--- src/rtl/sample_fifo_if.sv ---
// Handshake bundle between a sample producer/consumer and sample_fifo.
// The FIFO side uses the slave modport; the stream side uses master.
interface sample_fifo_if #(
  parameter int DATA_W = 16,
  parameter int ADDR_W = 4
);
  logic              wr_en;
  logic [DATA_W-1:0] din;
  logic              rd_en;
  logic              clr_err;
  logic [DATA_W-1:0] dout;
  logic              dout_valid;
  logic              full;
  logic              empty;
  logic              almost_full;
  logic              almost_empty;
  logic [ADDR_W:0]   level;
  logic              overflow;
  logic              underflow;

  modport master (
    output wr_en, din, rd_en, clr_err,
    input  dout, dout_valid, full, empty, almost_full, almost_empty,
           level, overflow, underflow
  );

  modport slave (
    input  wr_en, din, rd_en, clr_err,
    output dout, dout_valid, full, empty, almost_full, almost_empty,
           level, overflow, underflow
  );
endinterface

--- src/rtl/sample_fifo.sv ---
// Single-clock audio sample FIFO with level, threshold flags and sticky errors.
// Define SAMPLE_FIFO_FWFT_EN for a first-word-fall-through read port.
module sample_fifo #(
  parameter int DATA_W    = 16,
  parameter int ADDR_W    = 4,
  parameter int AF_MARGIN = 2,
  parameter int AE_MARGIN = 2
) (
  input  logic         clk,
  input  logic         rst_n,
  sample_fifo_if.slave bus
);
  localparam int DEPTH = 2 ** ADDR_W;
  localparam logic [ADDR_W:0] AF_LEVEL = (ADDR_W + 1)'(DEPTH - AF_MARGIN);
  localparam logic [ADDR_W:0] AE_LEVEL = (ADDR_W + 1)'(AE_MARGIN);

  logic [DATA_W-1:0] mem_q [DEPTH];
  logic [ADDR_W:0]   wptr_q, wptr_d;
  logic [ADDR_W:0]   rptr_q, rptr_d;
  logic [ADDR_W:0]   level;
  logic              full, empty;
  logic              wr_acc, rd_acc;
  logic              ovf_q, ovf_d;
  logic              unf_q, unf_d;

  // Flags come only from registered pointers; the extra MSB tells full from empty.
  assign level  = wptr_q - rptr_q;
  assign empty  = (wptr_q == rptr_q);
  assign full   = (wptr_q[ADDR_W] != rptr_q[ADDR_W]) &&
                  (wptr_q[ADDR_W-1:0] == rptr_q[ADDR_W-1:0]);

  assign wr_acc = bus.wr_en && !full;
  assign rd_acc = bus.rd_en && !empty;

  always_comb begin
    wptr_d = wptr_q;
    rptr_d = rptr_q;
    ovf_d  = ovf_q;
    unf_d  = unf_q;
    if (wr_acc) wptr_d = wptr_q + 1'b1;
    if (rd_acc) rptr_d = rptr_q + 1'b1;
    if (bus.clr_err) begin
      ovf_d = 1'b0;
      unf_d = 1'b0;
    end
    // An error in the same cycle as clr_err must survive the clear.
    if (bus.wr_en && full)  ovf_d = 1'b1;
    if (bus.rd_en && empty) unf_d = 1'b1;
  end

  always_ff @(posedge clk or negedge rst_n) begin
    if (!rst_n) begin
      wptr_q <= '0;
      rptr_q <= '0;
      ovf_q  <= 1'b0;
      unf_q  <= 1'b0;
    end else begin
      wptr_q <= wptr_d;
      rptr_q <= rptr_d;
      ovf_q  <= ovf_d;
      unf_q  <= unf_d;
    end
  end

  // Storage is deliberately left out of reset.
  always_ff @(posedge clk) begin
    if (wr_acc) mem_q[wptr_q[ADDR_W-1:0]] <= bus.din;
  end

`ifdef SAMPLE_FIFO_FWFT_EN
  assign bus.dout       = mem_q[rptr_q[ADDR_W-1:0]];
  assign bus.dout_valid = !empty;
`else
  logic [DATA_W-1:0] dout_q;
  logic              dout_valid_q;

  always_ff @(posedge clk or negedge rst_n) begin
    if (!rst_n) begin
      dout_q       <= '0;
      dout_valid_q <= 1'b0;
    end else begin
      dout_valid_q <= rd_acc;
      if (rd_acc) dout_q <= mem_q[rptr_q[ADDR_W-1:0]];
    end
  end

  assign bus.dout       = dout_q;
  assign bus.dout_valid = dout_valid_q;
`endif

  assign bus.full         = full;
  assign bus.empty        = empty;
  assign bus.level        = level;
  assign bus.almost_full  = (level >= AF_LEVEL);
  assign bus.almost_empty = (level <= AE_LEVEL);
  assign bus.overflow     = ovf_q;
  assign bus.underflow    = unf_q;

endmodule

--- src/flat_wrapper.sv ---
// flat-port wrapper written by rule: the top's interface ports become plain ports
module sample_fifo_flat 
#(
  parameter int DATA_W    = 16,
  parameter int ADDR_W    = 4,
  parameter int AF_MARGIN = 2,
  parameter int AE_MARGIN = 2
)
  (clk, rst_n, bus_wr_en, bus_din, bus_rd_en, bus_clr_err, bus_dout, bus_dout_valid, bus_full, bus_empty, bus_almost_full, bus_almost_empty, bus_level, bus_overflow, bus_underflow);
  sample_fifo_if #(.DATA_W(DATA_W), .ADDR_W(ADDR_W)) bus_i ();
  input  logic clk;
  input  logic rst_n;
  input wire logic [$bits(bus_i.wr_en)-1:0] bus_wr_en;
  input wire logic [$bits(bus_i.din)-1:0] bus_din;
  input wire logic [$bits(bus_i.rd_en)-1:0] bus_rd_en;
  input wire logic [$bits(bus_i.clr_err)-1:0] bus_clr_err;
  output wire logic [$bits(bus_i.dout)-1:0] bus_dout;
  output wire logic [$bits(bus_i.dout_valid)-1:0] bus_dout_valid;
  output wire logic [$bits(bus_i.full)-1:0] bus_full;
  output wire logic [$bits(bus_i.empty)-1:0] bus_empty;
  output wire logic [$bits(bus_i.almost_full)-1:0] bus_almost_full;
  output wire logic [$bits(bus_i.almost_empty)-1:0] bus_almost_empty;
  output wire logic [$bits(bus_i.level)-1:0] bus_level;
  output wire logic [$bits(bus_i.overflow)-1:0] bus_overflow;
  output wire logic [$bits(bus_i.underflow)-1:0] bus_underflow;
  assign bus_i.wr_en = bus_wr_en;
  assign bus_i.din = bus_din;
  assign bus_i.rd_en = bus_rd_en;
  assign bus_i.clr_err = bus_clr_err;
  assign bus_dout = bus_i.dout;
  assign bus_dout_valid = bus_i.dout_valid;
  assign bus_full = bus_i.full;
  assign bus_empty = bus_i.empty;
  assign bus_almost_full = bus_i.almost_full;
  assign bus_almost_empty = bus_i.almost_empty;
  assign bus_level = bus_i.level;
  assign bus_overflow = bus_i.overflow;
  assign bus_underflow = bus_i.underflow;
  sample_fifo #(.DATA_W(DATA_W), .ADDR_W(ADDR_W), .AF_MARGIN(AF_MARGIN), .AE_MARGIN(AE_MARGIN)) u_core (.clk(clk), .rst_n(rst_n), .bus(bus_i));
endmodule
--- config.mk ---
export PLATFORM = sky130hd
export DESIGN_NAME = sample_fifo_flat
export DESIGN_NICKNAME = d
export VERILOG_FILES = /design/src/rtl/sample_fifo_if.sv /design/src/rtl/sample_fifo.sv /design/src/flat_wrapper.sv
export SDC_FILE = /design/constraint.sdc
export NUM_CORES = 1
export LEC_CHECK = 0
export BUFFER_PORTS_ARGS = -buffer_cell sky130_fd_sc_hd__buf_2
export CORE_ASPECT_RATIO = 1.4
export CORE_MARGIN = 2
export CORE_UTILIZATION = 40
export DETAILED_ROUTE_END_ITERATION = 10
export GPL_ROUTABILITY_DRIVEN = 0
export PLACE_DENSITY_LB_ADDON = 0.3
export SETUP_SLACK_MARGIN = 0.15
export SYNTH_ARGS = -nofsm -noshare
export SYNTH_HDL_FRONTEND = slang
export SYNTH_SLANG_ARGS = --single-unit
--- constraint.sdc ---
create_clock -name clk -period 4.9 [get_ports clk]
set_clock_uncertainty 0.05 [all_clocks]
set_input_delay 0.245 -clock clk [delete_from_list [all_inputs] [get_ports clk]]
set_output_delay 0.245 -clock clk [all_outputs]
set_load 0.02 [all_outputs]
# --- Word level (Yosys, flattened, before mapping) ---
# Memory sizes are Yosys's and may differ from the RTL's. A register that Yosys moved wholly into a read port is not among the register bits.
# Cells that the tools add are included.
totals:
  regBits: 13
  ramBits: 256
  out_inout_bits: 28
  mem_count: 1
memory_table:
  columns: ["memory", "words", "width", "read_ports", "rd_ports_with_merged_regs", "write_ports", "line", "rtl"]
  rows:
  - ["u_core.mem_q", 16, 16, 1, 1, 1, "sample_fifo.sv:17", "logic [DATA_W-1:0] mem_q [DEPTH];"]
classes:
  add_sub_neg: 3
  order_cmp: 2
  eq_ne: 3
  mux: 5
  reduce_logical: 10
ops:
  columns: ["cell", "count"]
  rows:
  - ["5-bit by 1-bit adder with 5-bit output, second input constant", 2]
  - ["5-bit equality test", 1]
  - ["5-bit by 4-bit >= comparator with 1-bit output, second input constant", 1]
  - ["5-bit by 2-bit less-or-equal comparator with 1-bit output, second input constant", 1]
  - ["1-bit logical AND", 5]
  - ["1-bit 2-to-1 mux", 5]
  - ["5-bit subtractor", 1]
  - ["4-bit equality test", 1]
  - ["2-bit nonzero test", 2]
  - ["1-bit logical NOT", 3]
  - ["1-bit inequality test", 1]

# --- Depth between registers and ports, before layout ---
depth:
  ltp_word: 6
  mapped_depth: 10
  ltp_nobuf: 8

# --- Worst setup path after synthesis ---
# No wires, ideal clock.
synth_path:
  kind: "flip-flop to flip-flop"
  start: "reg u_core.rptr_q[3]"
  end: "mem u_core.mem_q[3][0], enable pin"
  t_arrival_ns: 3.183
  required_time_ns: 4.441
  slack_ns: 1.258
  path_stages_with_launch: 9
  path_buffers: 2
  period_less_slack_ns: 3.642
  cell_sequence: "dfrtp_1 -> clkbuf_1 -> clkbuf_1 -> inv_1 -> ha_1 -> and4_1 -> a21boi_2 -> nand2_1 -> nor3_1"
synth_via:
  elab_chain_len: 6
synth_lines:
  columns: ["element", "line", "rtl"]
  rows:
  - ["start: declaration", "sample_fifo.sv:19", "logic [ADDR_W:0] rptr_q, rptr_d;"]
  - ["start signal: assignment", "sample_fifo.sv:59", "rptr_q <= rptr_d;"]
  - ["4-bit equality test", "sample_fifo.sv:30", "(wptr_q[ADDR_W-1:0] == rptr_q[ADDR_W-1:0]);"]
  - ["1-bit logical AND", "sample_fifo.sv:29", "assign full = (wptr_q[ADDR_W] != rptr_q[ADDR_W]) &&"]
  - ["1-bit logical NOT", "sample_fifo.sv:32", "assign wr_acc = bus.wr_en && !full;"]
  - ["1-bit logical AND", "sample_fifo.sv:32", null]
  - ["1-bit 2-to-1 mux", "sample_fifo.sv:67", "if (wr_acc) mem_q[wptr_q[ADDR_W-1:0]] <= bus.din;"]
  - ["1-bit 2-to-1 mux (not written as such)", "sample_fifo.sv:67", null]
  - ["end: declaration", "sample_fifo.sv:17", null]
# Every way passes these cells.

# --- Worst setup path after layout ---
layout_path:
  start: "reg u_core.rptr_q[0]"
  end: "out bus_almost_empty"
layout_via:
  elab_chain_len: 2
layout_lines:
  columns: ["element", "line", "rtl"]
  rows:
  - ["5-bit subtractor", "sample_fifo.sv:27", "assign level = wptr_q - rptr_q;"]
  - ["5-bit by 2-bit less-or-equal comparator with 1-bit output", "sample_fifo.sv:95", "assign bus.almost_empty = (level <= AE_LEVEL);"]
  - ["end: declaration", "flat_wrapper.sv:22", "output wire logic [$bits(bus_i.almost_empty)-1:0] bus_almost_empty;"]
# Every way passes these cells.

==> flow_metrics.tcl <==
set metrics [dict create \
    die_h_microns 202 \
    synth_cell_types 38 \
    layout-drive-gt1-share_pct 19.5 \
    worstHoldPathType "in -> reg" \
    num_vias 5745 \
    grt_max_degree 50 \
    worstHoldStart "bus_din[3]" \
    drv_cap 0 \
    synth_area_leader_cell "edfxtp_1" \
    slowest_stage "dfrtp_2" \
    cts-buffers-inserted 25 \
    grt_usage_pct 15.8 \
    power_density_nw_per_um2 595 \
    drc 0 \
    grt_pass1_vias 6081 \
    end_kind "primary output" \
    root_buffer "clkbuf_16" \
    die_area_sq_um 29500 \
    synth.area.top_cells "edfxtp_1 68%, mux2i_1 8.5%, dfrtp_1 6.5%" \
    cp_data_arrival_time_ns 2.86 \
    tightest_slew_ns 1.13 \
    grt_first_pass_wirelength_mm 35.7 \
    clk_pin_slew_ns 0.07 \
    syn-cell-area_sq_um 11200 \
    initial_core_util_pct 40.6 \
    antennaDiodeCount 0 \
    syn2layout_area_growth_pct 13.3 \
    final_util_pct 46.1 \
    setup_ws_ns 1.75 \
    leakage_nw 4.42 \
    crit_path_cell_trace "ha_1 > inv_1 > fa_1 > a21o_1 > a21oi_1 > xnor2_1 > a211oi_1 > buf_2" \
    holdPathEnd "u_core.mem_q[5][3]" \
    synth-seq-cells 285 \
    rsz0062_at_grt "false" \
    dpl_cell_area_sq_um 11900 \
    r2r_slack_ns 2.04 \
    fin_area_sq_um 12700 \
    grt_antenna_before_repair 0 \
    top_level_ports 49 \
    layout.nets 727 \
    synthCells 633 \
    die_x_microns 146 \
    p_seq_share_pct 42.1 \
    netSwitchingPower_w 0.00256 \
    run_status "complete, no violations" \
    yosys.area.top_type_share_pct 68.4 \
    maxSlewHeadroom_pct 24.3 \
    routed_via_density 5.30 \
    finalSetupViolations 0 \
    period_share_pct 64.4 \
    slew_viol_final 0 \
    clk_latency_ns 0.53 \
    core_sq_um 27700 \
    path_class "reg -> out" \
    port_buffers 48 \
    numClockSinks 285 \
    clock.fmax_mhz 317 \
    cts_tree "yes" \
    crit_start "u_core.rptr_q[0]" \
    synth_area_per_cell_sq_um 17.8 \
    hold_viol 0 \
    drtAntennaViolNets 0 \
    drt_iter0_markers 424 \
    yosys_warnings 0 \
    worstReg2RegEnd "u_core.mem_q[15][13]" \
    wl_per_cell_microns 21.3 \
    synth_enable_flop_cells 256 \
    setup.worst_path.start_class "register" \
    pre_cts_ws_ns 2.06 \
    synthArstFlopShare_pct 10.2 \
    post_cts_buffers 0 \
    p_sw_share_pct 33.8 \
    drt-total-wl_mm 23.0 \
    cp_max_fo 21 \
    synth_seq_area_share_pct 74.9 \
    fin_crit_ns 3.15 \
    r2r-start "u_core.rptr_q[3]" \
    reg2reg_depth 7 \
    combinationalPowerShare_pct 32.4 \
    final.fill_count 2323 \
    critPathRequiredTime_ns 4.61 \
    synth_fp_nets 664 \
    dp_hpwl_mm 14.9 \
    num_rows 72 \
    gr-total-overflow 0 \
    first_pass_iters 5 \
    pwr-share-clk_pct 25.5 \
    cts_max_path_buffers 3 \
    max_stage_delay_ns 0.71 \
    ys.flop_type "edfxtp_1" \
    setup_tns_ns 0 \
    p_int_w 0.00502 \
    hold_depth 1 \
    h-tree-depth 1 \
    irDropWorstVdd_uv 277 \
    cts_resized 0 \
]
[metal layers]
| metal | wire (microns) | vias up | part of all wire [%] | track usage [%] |
|---|---|---|---|---|
| met1 | 9700 | 2940 | 42 | 19.9 |
| li1 | - | 2617 | - | - |
| met3 | 1060 | 38 | 4.6 | 2.30 |
| met5 | 0 | - | 0 | 0 |
| met2 | 11700 | 150 | 51 | 28.0 |
| met4 | 556 | 0 | 2.4 | 5.04 |
[worst max path at each step]
stage                               end  slack, ns
floorplan            u_core.mem_q[3][0]       1.26
global placement    u_core.mem_q[15][3]       2.14
detailed placement  u_core.mem_q[15][3]       2.06
CTS                    bus_almost_empty       1.71
global route           bus_almost_empty       1.54
finish                 bus_almost_empty       1.75
[final cells by class]
cell class / instances / area (sq um) / share of cell area, %
Multi-Input combinational cell: 303 / 2600 / 20.4
Clock inverter: 16 / 156 / 1.23
Sequential cell: 285 / 8420 / 66.1
Tap cell: 370 / 463 / 3.63
Clock buffer: 28 / 637 / 5.00
Timing Repair Buffer: 71 / 423 / 3.32
Inverter: 10 / 37.5 / 0.295
[synth_stat cells, types with 10 or more instances]
| cell type | number |
|---|---|
| o22ai_1 | 22 |
| o22ai_2 | 10 |
| a31oi_1 | 16 |
| mux2i_1 | 96 |
| mux4_2 | 16 |
| o21ai_1 | 18 |
| buf_2 | 14 |
| nand2_1 | 10 |
| nor2_1 | 45 |
| inv_1 | 10 |
| dfrtp_1 | 29 |
| a221oi_1 | 16 |
| edfxtp_1 | 256 |
[cells in the final DEF (no fill, tap or decap), types with 16 or more instances in the layout]
cell type / n
a221oi_1: 16
o22ai_1: 22
mux4_2: 16
o21ai_1: 18
a31oi_1: 16
dfrtp_1: 26
edfxtp_1: 256
clkbuf_16: 25
buf_4: 19
mux2i_1: 96
nor2_1: 45
buf_2: 48
[worst max-delay path: cells and delay by family (launching register included)]
kind,cells,cell delay [ns]
buffers and inverters,2,0.27
AOI/OAI and AO/OA,3,0.55
DFF,1,0.71
adders and majority gates,2,0.67
xor gates and xnor gates,1,0.14
[through the flow]
| step | power (W) | hold slack, ns | instances |
|---|---|---|---|
| after detailed placement | 0.00572 | 0.320 | 1035 |
| after global placement | 0.00566 | 0.307 | 1035 |
| after global routing | 0.00796 | 0.0631 | 1083 |
| after CTS | 0.00765 | 0.0460 | 1083 |
| after floorplan | 0.00501 | -0.101 | 633 |
| final | 0.00758 | 0.0616 | 1083 |
[sequential cells by signal, summed over array words and instances (netlist names)]
signal                 count
u_core.bus.dout           16
u_core.bus.dout_valid      1
u_core.bus.overflow        1
u_core.bus.underflow       1
u_core.mem_q             256
u_core.rptr_q              5
u_core.wptr_q              5
[cell families after synthesis]
group                    Yosys count  synth area share (%)
flip-flops                       285                  74.9
multiplexers                     112                  11.8
AO/OA/AOI/OAI                     93                  5.98
AND/OR/NAND/NOR                   76                  3.01
buffers and inverters             45                  2.29
XOR/XNOR                          12                 0.935
adder cells (fa/ha/maj)           10                  1.18
[what timing repair did]
| action | 4_1_cts | 5_1_grt |
|---|---|---|
| hold buffers | 4 | 0 |
| endpoints found under the setup margin | 0 | 0 |
| hold endpoints to repair | 31 | 0 |
[power by group through the flow]
stage	sequential, W	clock (W)	combinational (W)
after detailed placement	0.00324	0	0.00248
after global routing	0.00323	0.00206	0.00268
after floorplan	0.00323	0	0.00178
final	0.00319	0.00193	0.00246
after CTS	0.00319	0.00197	0.00249
after global placement	0.00322	0	0.00244
Note: power is estimated with default switching activity, not from simulation.
